==> config.mk <==
export PLATFORM = sky130hd
export DESIGN_NAME = fifo_read_consumer_flat
export DESIGN_NICKNAME = d
export VERILOG_FILES = /design/src/rtl/fifo_read_consumer_if.sv /design/src/rtl/fifo_read_consumer.sv /design/src/flat_wrapper.sv
export SDC_FILE = /design/constraint.sdc
export NUM_CORES = 1
export LEC_CHECK = 0
export ABC_AREA = 1
export BUFFER_PORTS_ARGS = -buffer_cell sky130_fd_sc_hd__clkbuf_2
export CAP_MARGIN = 40
export CELL_PAD_IN_SITES_DETAIL_PLACEMENT = 0
export CELL_PAD_IN_SITES_GLOBAL_PLACEMENT = 1
export CORE_AREA = 2 2 68 70
export CTS_BUF_LIST = sky130_fd_sc_hd__clkbuf_4
export DETAILED_ROUTE_END_ITERATION = 12
export DIE_AREA = 0 0 70 72
export PLACE_DENSITY_LB_ADDON = 0.1
export SLEW_MARGIN = 10
export SYNTH_ARGS = -nofsm -noshare
export SYNTH_HDL_FRONTEND = slang
export SYNTH_SLANG_ARGS = --single-unit
==> constraint.sdc <==
create_clock -name read_clk -period 1.55 [get_ports read_clk]
set_input_delay 0.2325 -clock read_clk [delete_from_list [all_inputs] [get_ports read_clk]]
set_output_delay 0.2325 -clock read_clk [all_outputs]
set_load 0.01 [all_outputs]
==> src/rtl/fifo_read_consumer_if.sv <==
// FIFO read-port handshake between the read-side consumer (master) and the FIFO (slave).
interface fifo_read_consumer_if #(
  parameter int unsigned K = 4
) ();
  logic         empty;
  logic [K-1:0] data;
  logic         read;

  modport master (input empty, input data, output read);
  modport slave  (output empty, output data, input read);
endinterface

==> src/rtl/fifo_read_consumer.sv <==
// Read-side FIFO consumer: paced single-word reads, local capture memory,
// XOR checksum and word count, sticky DONE after M words.
module fifo_read_consumer #(
  parameter  int unsigned K  = 4,
  parameter  int unsigned M  = 6,
  parameter  int unsigned P  = 2,
  localparam int unsigned CW = $clog2(M + 1),
  localparam int unsigned AW = (M > 1) ? $clog2(M) : 1
) (
  input  logic          read_clk,
  input  logic          rst,
  fifo_read_consumer_if.master fifo,
  output logic [K-1:0]  siu,
  output logic [CW-1:0] count,
  output logic [K-1:0]  checksum,
  output logic          done,
  input  logic [AW-1:0] rd_addr,
  output logic [K-1:0]  mem_q
);

  localparam int unsigned PW = (P > 2) ? $clog2(P) : 1;
  // PACE is only entered for P >= 2, so the P == 1 value is never used.
  localparam logic [PW-1:0] PACE_INIT = (P >= 2) ? PW'(P - 2) : '0;

  typedef enum logic [2:0] {
    S_IDLE    = 3'd0,
    S_ARM     = 3'd1,
    S_READ    = 3'd2,
    S_CAPTURE = 3'd3,
    S_PACE    = 3'd4,
    S_DONE    = 3'd5
  } state_t;

  state_t        state;
  state_t        state_nxt;
  logic          read_nxt;
  logic          done_nxt;
  logic [PW-1:0] pace_cnt;
  logic [K-1:0]  mem [M];

  // State register with registered handshake/status outputs
  always_ff @(posedge read_clk) begin
    if (rst) begin
      state     <= S_IDLE;
      fifo.read <= 1'b0;
      done      <= 1'b0;
    end else begin
      state     <= state_nxt;
      fifo.read <= read_nxt;
      done      <= done_nxt;
    end
  end

  // Next-state logic
  always_comb begin
    state_nxt = state;
    unique case (state)
      S_IDLE:    state_nxt = S_ARM;
      S_ARM:     state_nxt = fifo.empty ? S_ARM : S_READ;
      S_READ:    state_nxt = S_CAPTURE;
      S_CAPTURE: begin
        if (count == CW'(M - 1))
          state_nxt = S_DONE;
        else if (P == 1)
          state_nxt = S_ARM;
        else
          state_nxt = S_PACE;
      end
      S_PACE:    state_nxt = (pace_cnt == '0) ? S_ARM : S_PACE;
      S_DONE:    state_nxt = S_DONE;
      default:   state_nxt = S_IDLE;
    endcase
  end

  // Output decode from the upcoming state so read/done are registered
  always_comb begin
    read_nxt = 1'b0;
    done_nxt = 1'b0;
    if (state_nxt == S_READ) read_nxt = 1'b1;
    if (state_nxt == S_DONE) done_nxt = 1'b1;
  end

  // Capture datapath and pace counter
  always_ff @(posedge read_clk) begin
    if (rst) begin
      siu      <= '0;
      count    <= '0;
      checksum <= '0;
      pace_cnt <= '0;
    end else begin
      if (state == S_CAPTURE) begin
        siu      <= fifo.data;
        count    <= count + CW'(1);
        checksum <= checksum ^ fifo.data;
        pace_cnt <= PACE_INIT;
      end else if (state == S_PACE && pace_cnt != '0) begin
        pace_cnt <= pace_cnt - PW'(1);
      end
    end
  end

  // Local memory is not cleared by reset; a capture coincident with reset is dropped
  always_ff @(posedge read_clk) begin
    if (!rst && state == S_CAPTURE)
      mem[count[AW-1:0]] <= fifo.data;
  end

  assign mem_q = mem[rd_addr];

endmodule
==> src/flat_wrapper.sv <==
// flat-port wrapper written by rule: the top's interface ports become plain ports
module fifo_read_consumer_flat 
#(
  parameter  int unsigned K  = 4,
  parameter  int unsigned M  = 6,
  parameter  int unsigned P  = 2,
  localparam int unsigned CW = $clog2(M + 1),
  localparam int unsigned AW = (M > 1) ? $clog2(M) : 1
)
  (read_clk, rst, siu, count, checksum, done, rd_addr, mem_q, fifo_empty, fifo_data, fifo_read);
  fifo_read_consumer_if #(.K(K)) fifo_i ();
  input  logic read_clk;
  input  logic rst;
  output logic [K-1:0] siu;
  output logic [CW-1:0] count;
  output logic [K-1:0] checksum;
  output logic done;
  input  logic [AW-1:0] rd_addr;
  output logic [K-1:0] mem_q;
  input wire logic [$bits(fifo_i.empty)-1:0] fifo_empty;
  input wire logic [$bits(fifo_i.data)-1:0] fifo_data;
  output wire logic [$bits(fifo_i.read)-1:0] fifo_read;
  assign fifo_i.empty = fifo_empty;
  assign fifo_i.data = fifo_data;
  assign fifo_read = fifo_i.read;
  fifo_read_consumer #(.K(K), .M(M), .P(P)) u_core (.read_clk(read_clk), .rst(rst), .fifo(fifo_i), .siu(siu), .count(count), .checksum(checksum), .done(done), .rd_addr(rd_addr), .mem_q(mem_q));
endmodule
* Yosys cells after proc, flatten, opt, wreduce, memory -nomap -nowiden *
Memories as Yosys holds them, arrays and structs flattened.
Index checks and enable logic that the tools add are counted.

word-level totals
  register bits after elaboration = 17
  bits in latches = 0
  RAM bits = 24
  memory bits (read-only) = 0
  output and inout port bits = 17
  memories kept = 1

memory list
  name        words  bits a word  read ports  clocked after memory_dff  write ports  RTL line                  source
  u_core.mem  6      4            1           0                         1            fifo_read_consumer.sv:39  logic [K-1:0] mem [M];

operators by class
  add/subtract/negate cells = 2
  multipliers = 0
  div/mod/pow operators = 0
  magnitude comparators = 0
  equality and inequality tests = 8
  shifts and indexed selects = 0
  muxes and demuxes = 8
  bitwise gates (word level) = 1
  reduce and logical (&&, ||, !) cells = 5

operator list
  cell                                                             count
  3-bit one-hot mux with 6 select lines                            1
  3-bit == test, second input constant                             4
  3-bit by 2-bit == test with 1-bit output, second input constant  3
  1-bit two-way mux                                                5
  4-bit XOR                                                        1
  3-bit by 1-bit adder with 3-bit output, second input constant    1
  3-bit by 1-bit == test with 1-bit output, second input constant  1
  3-bit logical NOT                                                1
  3-bit two-way mux                                                1
  1-bit logical AND                                                2
  2-bit two-way mux                                                1
  2-bit OR reduction                                               1
  1-bit logical NOT                                                1
  1-bit subtractor, second input constant                          1

* Depth between registers and ports, before layout *
Gate-level depths: netlist of the first run.

  word-level depth = 5
  depth in mapped cells = 8
  depth with buffers taken out = 8

* Worst setup path after synthesis of the first run *
No wires, ideal clock.

  kind = register to register
  start = register u_core.state[2]
  end = memory u_core.mem[4][0], enable pin
  setup time = 333 ps
  data arrival time = 1009 ps
  data required time = 1217 ps
  slack = 209 ps
  cell stages (with the launch flop) = 6
  buffers on the path = 0
  period minus slack after synthesis = 1341 ps
  cell sequence = dfxtp_1 -> inv_2 -> nand3_2 -> nor2_2 -> nand2_1 -> nor3_2

on the way
  longest elaborated chain between the ends = 4

RTL lines
  element                                   RTL line                   source
  start: declaration                        fifo_read_consumer.sv:34   state_t state;
  start signal: assignment                  fifo_read_consumer.sv:48   state <= state_nxt;
  3-bit by 2-bit == test with 1-bit output  fifo_read_consumer.sv:104  if (!rst && state == S_CAPTURE)
  1-bit logical AND                         fifo_read_consumer.sv:104
  1-bit two-way mux                         fifo_read_consumer.sv:104
  1-bit two-way mux (not written as such)   fifo_read_consumer.sv:105  mem[count[AW-1:0]] <= fifo.data;
  end: declaration                          fifo_read_consumer.sv:39

Every way passes these cells.

* Final worst setup path of the first run *
  start = register u_core.state[2]
  end = memory u_core.mem[2][0], enable pin

The elaborated chain is that of the path after synthesis.

==> flow_summary.json, run 1 <==
{
  "drt-pass1-iter-count": 4,
  "avgSynthCellArea_sq_um": 9.35,
  "layout_commonest_cell": "nand2_1",
  "tritoncts": "yes",
  "p_comb_share_pct": 7.9,
  "syn2layout_area_growth_pct": 17.6,
  "die_x_microns": 70,
  "cp.required_ns": 1.58,
  "drc": 0,
  "pre_cts_slack_ns": 0.0988,
  "worst_slew_pin_slew_ns": 0.338,
  "grt_max_degree": 14,
  "report.final.slew_viol_count": 0,
  "critPathCapture": "u_core.mem[2][0]",
  "cp-start-kind": "flop",
  "routedWlPerCell_microns": 12.1,
  "maxCapViolCount": 0,
  "critical-path-max-stage-delay_ns": 0.38,
  "p_switching_w": 0.000447,
  "yosysUniqueCellTypes": 18,
  "grt_pass1_wl_microns": 5210,
  "die_height_microns": 72,
  "cts_max_level": 2,
  "path_cells": "inv_2, nand3_2, nor2_4, nand2_2, nor2_1",
  "rsz0062_at_grt": "yes",
  "synth-seq-cells": 41,
  "setup_viol": 0,
  "hold_viol": 0,
  "pwr-share-clk_pct": 27.8,
  "path_depth": 5,
  "seqPwrFrac_pct": 64.2,
  "rows": 24,
  "cp_top_family": "simple AND/OR/NAND/NOR gates",
  "min_period_ns": 1.45,
  "final_util_pct": 46.2,
  "start_util_pct": 39.3,
  "clkTransAtPathRegs_ns": 0.12,
  "slew_headroom_pct": 77.4,
  "mostFrequentLayoutCells": "nand2_1, clkbuf_2, edfxtp_1",
  "synth_fp_nets": 191,
  "ant_nets": 0,
  "grt_util_all_layers_pct": 13.3,
  "finalWirelength_microns": 3200,
  "gp_congestion": 0.787,
  "path_buf_inv": 1,
  "r2r_slack_ns": 0.10,
  "ios": 27,
  "final_layout_size_suffix_gt1_share_pct": 23.5,
  "detail_route.iter0.violations": 40,
  "grt-ovfl-total": 0,
  "reg2reg_to": "u_core.mem[2][0]",
  "critPathSlowestCell": "dfxtp_1",
  "yosysWarnings": 0,
  "critical_path_class": "reg2reg",
  "port_buffers": 26,
  "cts_buffers": 5,
  "cts-root-buf": "clkbuf_4",
  "internal_power_w": 0.00139,
  "cts_buffer_depth": 2,
  "final.fill_count": 398,
  "fin_setup_tns_ns": 0,
  "coreArea_sq_um": 4260,
  "met3WireLength_microns": 157,
  "status": "finished clean",
  "antenna_found_initial": 0,
  "final_min_period_over_clock_period_pct": 93.5,
  "nets": 224,
  "worstReg2RegStart": "u_core.state[2]",
  "syn-cell-area_sq_um": 1670,
  "clk_latency_ns": 0.34,
  "p_leak_nw": 0.823,
  "ys_seq_area_share_pct": 63.4,
  "via_count": 1283,
  "ff_latch_area_sq_um": 1060,
  "worst-r2r-cell-count": 5,
  "dp_hpwl_microns": 2460,
  "ir_drop_mv": 0.522,
  "cp-startpoint": "u_core.state[2]",
  "dieArea_sq_um": 5040,
  "p_per_area_nw_per_um2": 932,
  "synthCells": 179,
  "crit_path_end_kind": "flop",
  "wl_met1_microns": 1300,
  "wl_met2_microns": 1640,
  "setup_slack_ns": 0.100,
  "grt_pass1_vias": 1195,
  "hp-class": "in2reg",
  "multi_input_comb_area_sq_um": 562,
  "ctsHoldBuffers": 0,
  "max_freq_mhz": 690,
  "antennaDiodeCount": 0,
  "routed_via_density": 4.84,
  "netSwitchingFraction_pct": 24.4,
  "cp.arrival_ns": 1.48,
  "cp_max_fo": 5,
  "top_layer": "met4",
  "skew_ns": 0.0112,
  "cts_sinks": 41
}
cells in the mapped netlist (all sizes together):
library cell / n / share of area, %
a21oi: 4 / 1.2
dfxtp: 17 / 20
nor3: 4 / 1.8
o21ai: 10 / 3.0
ha: 2 / 1.5
inv: 19 / 4.3
edfxtp: 24 / 43
nor2: 28 / 6.9
nand2: 50 / 11
buf: 3 / 0.90
o22ai: 1 / 0.37
nand3: 16 / 5.1
a211oi: 1 / 0.45
power groups by stage:
| stage | registers, W | logic (W) | clock network (W) |
|---|---|---|---|
| finish | 0.00118 | 0.000145 | 0.000510 |
| global route | 0.00118 | 0.000164 | 0.000578 |
| CTS | 0.00118 | 0.000143 | 0.000536 |
| detailed placement | 0.00120 | 0.000143 | 0 |
| global placement | 0.00120 | 0.000142 | 0 |
| floorplan | 0.00120 | 0.0000781 | 0 |
worst min-delay path by stage:
stage / startpoint / to / slack, ns / cells past startpoint
3_3_place_gp: fifo_empty / u_core.fifo.read / 0.44 / 2
3_5_place_dp: fifo_empty / u_core.fifo.read / 0.46 / 2
6_report: fifo_empty / u_core.fifo.read / 0.08 / 2
5_1_grt: fifo_empty / u_core.fifo.read / 0.07 / 2
2_1_floorplan: fifo_empty / u_core.fifo.read / 0.31 / 1
4_1_cts: fifo_empty / u_core.fifo.read / 0.06 / 2
kinds of logic after synthesis:
family	share of synthesized area, %
fa+ha+maj	1.49
compound gates	5.01
buf+inv	5.16
simple gates	25.0
flops	63.4
repair_timing:
action                                  4_1_cts  5_1_grt
hold endpoints to repair                      0        0
endpoints found under the setup margin        0       26
resized for setup                             0       13
buffers inserted                              0        0
metrics by stage:
stage / std cells / hold WS [ns] / power, W / area [sq um]
floorplan: 179 / 0.311 / 0.00128 / 1670
global placement: 257 / 0.442 / 0.00134 / 1880
detailed placement: 257 / 0.455 / 0.00134 / 1880
CTS: 265 / 0.0623 / 0.00186 / 1930
global route: 265 / 0.0726 / 0.00192 / 1970
finish: 265 / 0.0803 / 0.00183 / 1970
area by class of cell:
class | count | share of cell area [%]
flip-flops and latches | 41 | 54.0
multi-input cells | 116 | 28.5
repair buffers | 29 | 7.76
inverters | 19 | 3.62
well taps | 52 | 3.31
clock buffers | 5 | 1.91
clock inverters | 3 | 0.890
routing by layer:
layer	global-route usage, %	up-vias
met3	3.75	12
li1	-	654
met1	13.9	585
met4	7.69	0
met5	0	-
met2	24.1	32
registers in the layout, summed over array words and instances (netlist names):
register / flops
u_core.mem: 24
u_core.checksum: 4
u_core.siu: 4
u_core.count: 3
u_core.state: 3
u_core.done: 1
u_core.fifo.read: 1
u_core.pace_cnt: 1
Power figures use the tool's default switching activity.
==> run 2, diff against run 1 <==
--- a/config.mk
+++ b/config.mk
@@ -14,7 +14,7 @@
 export CTS_BUF_LIST = sky130_fd_sc_hd__clkbuf_4
 export DETAILED_ROUTE_END_ITERATION = 12
 export DIE_AREA = 0 0 70 72
-export PLACE_DENSITY_LB_ADDON = 0.1
+export PLACE_DENSITY = 0.85
 export SLEW_MARGIN = 10
 export SYNTH_ARGS = -nofsm -noshare
 export SYNTH_HDL_FRONTEND = slang
==> run 2 against run 1 <==
Against the previous run: clock-buffer cell count is 1 higher; setup slack is essentially flat; first-iteration DRC count decreased by 60%; sequential power about the same; global-route usage is 0.71 points higher; combinational power is 3% higher; critical path depth is the same; register-to-register slack barely moved.
==> flow_summary.json, run 2 (synthesis results as in run 1) <==
{
  "ctsHoldBuffers": 0,
  "p_leak_nw": 0.830,
  "antennaDiodeCount": 0,
  "ant_nets": 0,
  "clk_latency_ns": 0.33,
  "port_buffers": 26,
  "final_layout_size_suffix_gt1_share_pct": 22.0,
  "final.fill_count": 444,
  "grt_max_degree": 13,
  "setup_slack_ns": 0.0998,
  "ff_latch_area_sq_um": 1060,
  "largest_reg_flops": 24,
  "status": "finished clean",
  "tritoncts": "yes",
  "cp.required_ns": 1.56,
  "gp_congestion": 0.858,
  "stdcell_count": 266,
  "slew_headroom_pct": 75.3,
  "layout_commonest_cell": "nand2_1",
  "min_period_ns": 1.45,
  "die_x_microns": 70,
  "place_area_sq_um": 1880,
  "start_util_pct": 39.3,
  "grt_busiest_layer": "met2",
  "setup_viol": 0,
  "dieArea_sq_um": 5040,
  "fin_area_sq_um": 1950,
  "grt_pass1_wl_microns": 5600,
  "worst-r2r-cell-count": 5,
  "routed_via_density": 4.63,
  "die_height_microns": 72,
  "rows": 24,
  "gr-usage-met3_pct": 3.47,
  "crit_path_end_kind": "flop",
  "critical_path_class": "reg2reg",
  "worst_slew_pin_slew_ns": 0.369,
  "critPathSlowestCell": "dfxtp_1",
  "grt_util_all_layers_pct": 14.0,
  "finalPower_w": 0.00183,
  "placed_cells": 258,
  "clkTransAtPathRegs_ns": 0.11,
  "ir_drop_mv": 0.542,
  "cp.arrival_ns": 1.46,
  "detail_route.iter0.violations": 16,
  "report.final.slew_viol_count": 0,
  "antenna_found_initial": 0,
  "max_freq_mhz": 690,
  "holdWs_ns": 0.0875,
  "hp-class": "in2reg",
  "use_met1_pct": 15.5,
  "cts_buffers": 5,
  "use_met2_pct": 25.9,
  "via_count": 1231,
  "grt_pass1_vias": 1278,
  "syn2layout_area_growth_pct": 16.3,
  "skew_ns": 0.00148,
  "maxCapViolCount": 0,
  "finalWirelength_microns": 3240,
  "grt-ovfl-total": 0,
  "pre_cts_slack_ns": 0.0992,
  "cts-root-buf": "clkbuf_4",
  "drt-pass1-iter-count": 4,
  "nets": 225,
  "hold_path_depth": 2,
  "dp_hpwl_microns": 2510,
  "rsz0062_at_grt": "yes",
  "final_min_period_over_clock_period_pct": 93.6,
  "routedWlPerCell_microns": 12.2,
  "ios": 27,
  "cp-start-kind": "flop",
  "p_per_area_nw_per_um2": 942,
  "cts_buffer_depth": 2,
  "cts_sinks": 41,
  "cp_max_fo": 5,
  "mostFrequentLayoutCells": "nand2_1, clkbuf_2, nor2_1",
  "hold_viol": 0,
  "cts_max_level": 2,
  "drc": 0,
  "coreArea_sq_um": 4260,
  "critical-path-max-stage-delay_ns": 0.38,
  "multi_input_comb_area_sq_um": 534,
  "path_cells": "inv_2, nand3_2, nor2_2, nand2_1, nor3_2"
}
-- run 2: changes by cell type in the layout (fill, tap and decap cells not counted), sizes merged --
cell,delta
clkbuf,+3
clkinvlp,-1
buf,-1
-- run 2: metal layers --
metal  part of all wire, %  wire length (microns)
met5                     0                      0
met4                   1.8                     59
met3                   3.9                    126
met2                    49                   1600
met1                    45                   1450
-- run 2: worst paths after layout --
check,from,end,slack (ns)
max,u_core.state[2],u_core.mem[5][2],0.1
min,fifo_empty,u_core.fifo.read,0.09
max reg2reg,u_core.state[2],u_core.mem[5][2],0.1
min reg2reg,u_core.siu[0],u_core.siu[0],0.47
-- run 2: area by class of cell --
cell class,instances,area share [%]
flip-flops and latches,41,54.5
multi-input cells,116,27.4
clock buffers,6,2.31
clock inverters,2,0.514
inverters,19,3.66
repair buffers,30,8.23
well taps,52,3.34
-- run 2: per-stage QoR --
stage | TNS (ns) | utilization [%]
5_1_grt | -0.151 | 45.7
3_5_place_dp | 0 | 44.2
2_1_floorplan | 0 | -
3_3_place_gp | 0 | 44.2
4_1_cts | 0 | 45.5
6_report | 0 | 45.7
-- run 2: what timing repair did --
item                       in CTS  in global routing
resized for setup               0                  3
setup buffers                   0                  0
setup endpoints to repair       0                 13
-- run 2: where the power goes --
group	internal [W]	switching, W	total [W]
clock network	0.000191	0.000322	0.000512
registers	0.00116	0.00000970	0.00117
logic	0.0000534	0.0000956	0.000149
-- run 2: worst max-delay path, delay by kind of cell, from the launching register on --
kind | cells | cell delay (ns)
buf+inv | 1 | 0.11
simple gates | 4 | 0.65
flops | 1 | 0.38
==> run 3, diff against run 2 <==
--- a/config.mk
+++ b/config.mk
@@ -6,7 +6,6 @@
 export NUM_CORES = 1
 export LEC_CHECK = 0
 export ABC_AREA = 1
-export BUFFER_PORTS_ARGS = -buffer_cell sky130_fd_sc_hd__clkbuf_2
 export CAP_MARGIN = 40
 export CELL_PAD_IN_SITES_DETAIL_PLACEMENT = 0
 export CELL_PAD_IN_SITES_GLOBAL_PLACEMENT = 1
@@ -14,7 +13,8 @@
 export CTS_BUF_LIST = sky130_fd_sc_hd__clkbuf_4
 export DETAILED_ROUTE_END_ITERATION = 12
 export DIE_AREA = 0 0 70 72
-export PLACE_DENSITY = 0.85
+export DONT_BUFFER_PORTS = 1
+export PLACE_DENSITY = 0.81
 export SLEW_MARGIN = 10
 export SYNTH_ARGS = -nofsm -noshare
 export SYNTH_HDL_FRONTEND = slang
==> constraint.sdc (replaced) <==
create_clock -name read_clk -period 1.23 [get_ports read_clk]
set_input_delay 0.1845 -clock read_clk [delete_from_list [all_inputs] [get_ports read_clk]]
set_output_delay 0.1845 -clock read_clk [all_outputs]
set_load 0.01 [all_outputs]
==> run 3 against run 2 <==
Against the previous run: the run now ends with setup timing left; via count is 3.8% higher; wire length is 7.7% higher; cell count is 1.9% lower; total power is 38% higher; hold slack worse by 0.053 ns; sequential power is 27% higher; setup slack worse by 0.22 ns; combinational power is 41% higher; clock skew is 0.0074 ns higher; clock-buffer cell count stayed put; sequential share of layout area is 4.9 points lower; critical path type is now reg2out; largest cell class unchanged; highest routed layer unchanged.
==> flow_summary.json, run 3 (synthesis results as in run 1) <==
{
  "status": "finished with violations",
  "violations": "setup timing",
  "port_buffers": 0,
  "die_x_microns": 70,
  "holdWs_ns": 0.0346,
  "grt_util_all_layers_pct": 14.0,
  "tritoncts": "yes",
  "cp.arrival_ns": 1.17,
  "final_layout_size_suffix_gt1_share_pct": 28.2,
  "routed_via_density": 4.90,
  "p_per_area_nw_per_um2": 1170,
  "critPathSlowestCell": "edfxtp_1",
  "rows": 24,
  "start_util_pct": 39.3,
  "hp-class": "in2reg",
  "setup_slack_ns": -0.123,
  "cp.required_ns": 1.05,
  "largest_reg_flops": 24,
  "cts_buffers": 5,
  "slew_headroom_pct": 78.8,
  "cp-startpoint": "u_core.mem[3][1]",
  "drt-pass1-iter-count": 4,
  "cts_max_level": 2,
  "dp_hpwl_microns": 2310,
  "nets": 220,
  "skew_ns": 0.00886,
  "critical_path_class": "reg2out",
  "r2r_slack_ns": -0.08,
  "antennaDiodeCount": 0,
  "path_buf_inv": 1,
  "gp_congestion": 0.784,
  "routedWlPerCell_microns": 13.4,
  "min_period_ns": 1.35,
  "cts_buffer_depth": 2,
  "critPathCapture": "mem_q[1]",
  "cp_common_cell": "nand3_1",
  "pre_cts_slack_ns": -0.0735,
  "dieArea_sq_um": 5040,
  "final.fill_count": 395,
  "grt_pass1_wl_microns": 5430,
  "setup_viol": 11,
  "max_freq_mhz": 739,
  "crit_path_end_kind": "output port",
  "critical-path-max-stage-delay_ns": 0.39,
  "ant_nets": 0,
  "grt-ovfl-total": 0,
  "drc": 0,
  "syn2layout_area_growth_pct": 28.8,
  "die_height_microns": 72,
  "via_count": 1278,
  "hold_viol": 0,
  "ir_drop_mv": 0.628,
  "reg2reg_to": "u_core.mem[4][3]",
  "finalWirelength_microns": 3490,
  "cp_top_family": "flip-flops",
  "detail_route.iter0.violations": 45,
  "cp_max_fo": 1,
  "path_cells": "nand2_1, nand3_1, nand3_1, o21ai_1, buf_4",
  "clk_latency_ns": 0.33,
  "grt_max_degree": 14,
  "layout_commonest_cell": "nand2_1",
  "worst-r2r-cell-count": 5,
  "cts-root-buf": "clkbuf_4",
  "cp-start-kind": "flop",
  "clkTransAtPathRegs_ns": 0.11,
  "ios": 27,
  "final_min_period_over_clock_period_pct": 110,
  "antenna_found_initial": 0,
  "worstReg2RegStart": "u_core.state[2]",
  "rsz0062_at_grt": "yes",
  "cts_sinks": 41,
  "coreArea_sq_um": 4260,
  "grt_pass1_vias": 1192,
  "worst_slew_pin_slew_ns": 0.318,
  "maxCapViolCount": 0,
  "mostFrequentLayoutCells": "nand2_1, edfxtp_1, nor2_1",
  "path_depth": 5,
  "report.final.slew_viol_count": 0,
  "p_leak_nw": 0.864
}
## run 3: metal layers
layer | track usage [%] | up-vias | share of wire [%]
li1 | - | 643 | -
met1 | 15.8 | 578 | 41
met2 | 24.6 | 43 | 50
met3 | 5.56 | 14 | 6.5
met4 | 4.49 | 0 | 2.8
met5 | 0 | - | 0
## run 3: where the power goes
part	total (W)	switching, W	internal (W)
clock	0.000836	0.000388	0.000448
sequential	0.00149	0.0000194	0.00147
combinational	0.000210	0.000119	0.0000918
total	0.00253	0.000526	0.00201
## run 3: per-stage QoR
stage / power [W] / setup TNS [ns] / std cells / cell area (sq um) / util [%]
6_report: 0.00253 / -0.766 / 261 / 2160 / 50.6
3_5_place_dp: 0.00166 / -0.485 / 240 / 1870 / 43.9
2_1_floorplan: 0.00162 / -0.516 / 179 / 1730 / -
4_1_cts: 0.00253 / -0.743 / 256 / 2080 / 48.7
5_1_grt: 0.00264 / -2.33 / 261 / 2160 / 50.6
3_3_place_gp: 0.00166 / -0.232 / 240 / 1870 / 43.9
## run 3: worst min-delay path by stage
stage	startpoint	endpoint	slack, ns	depth (start not counted)
final	fifo_data[1]	u_core.siu[1]	0.03	2
after global placement	rst	u_core.state[0]	0.25	1
after global routing	fifo_data[1]	u_core.siu[1]	0.01	2
after detailed placement	rst	u_core.state[0]	0.25	1
after CTS	fifo_data[0]	u_core.siu[0]	0.03	2
after floorplan	fifo_empty	u_core.fifo.read	0.26	1
## run 3: area by class of cell
class / instances / area, sq um / area share, %
Clock buffer: 6 / 45.0 / 2.09
Clock inverter: 2 / 35.0 / 1.62
Inverter: 19 / 73.8 / 3.42
Multi-Input combinational cell: 116 / 658 / 30.5
Sequential cell: 41 / 1070 / 49.6
Tap cell: 52 / 65.1 / 3.02
Timing Repair Buffer: 25 / 210 / 9.74
## run 3: timing repair
item | CTS | global route
pin swaps | 11 | 7
hold buffers | 6 | 0
gates resized for setup | 15 | 14
buffers inserted | 2 | 5
hold endpoints to repair | 31 | 0
endpoints found under the setup margin | 28 | 34
cloned | 0 | 0
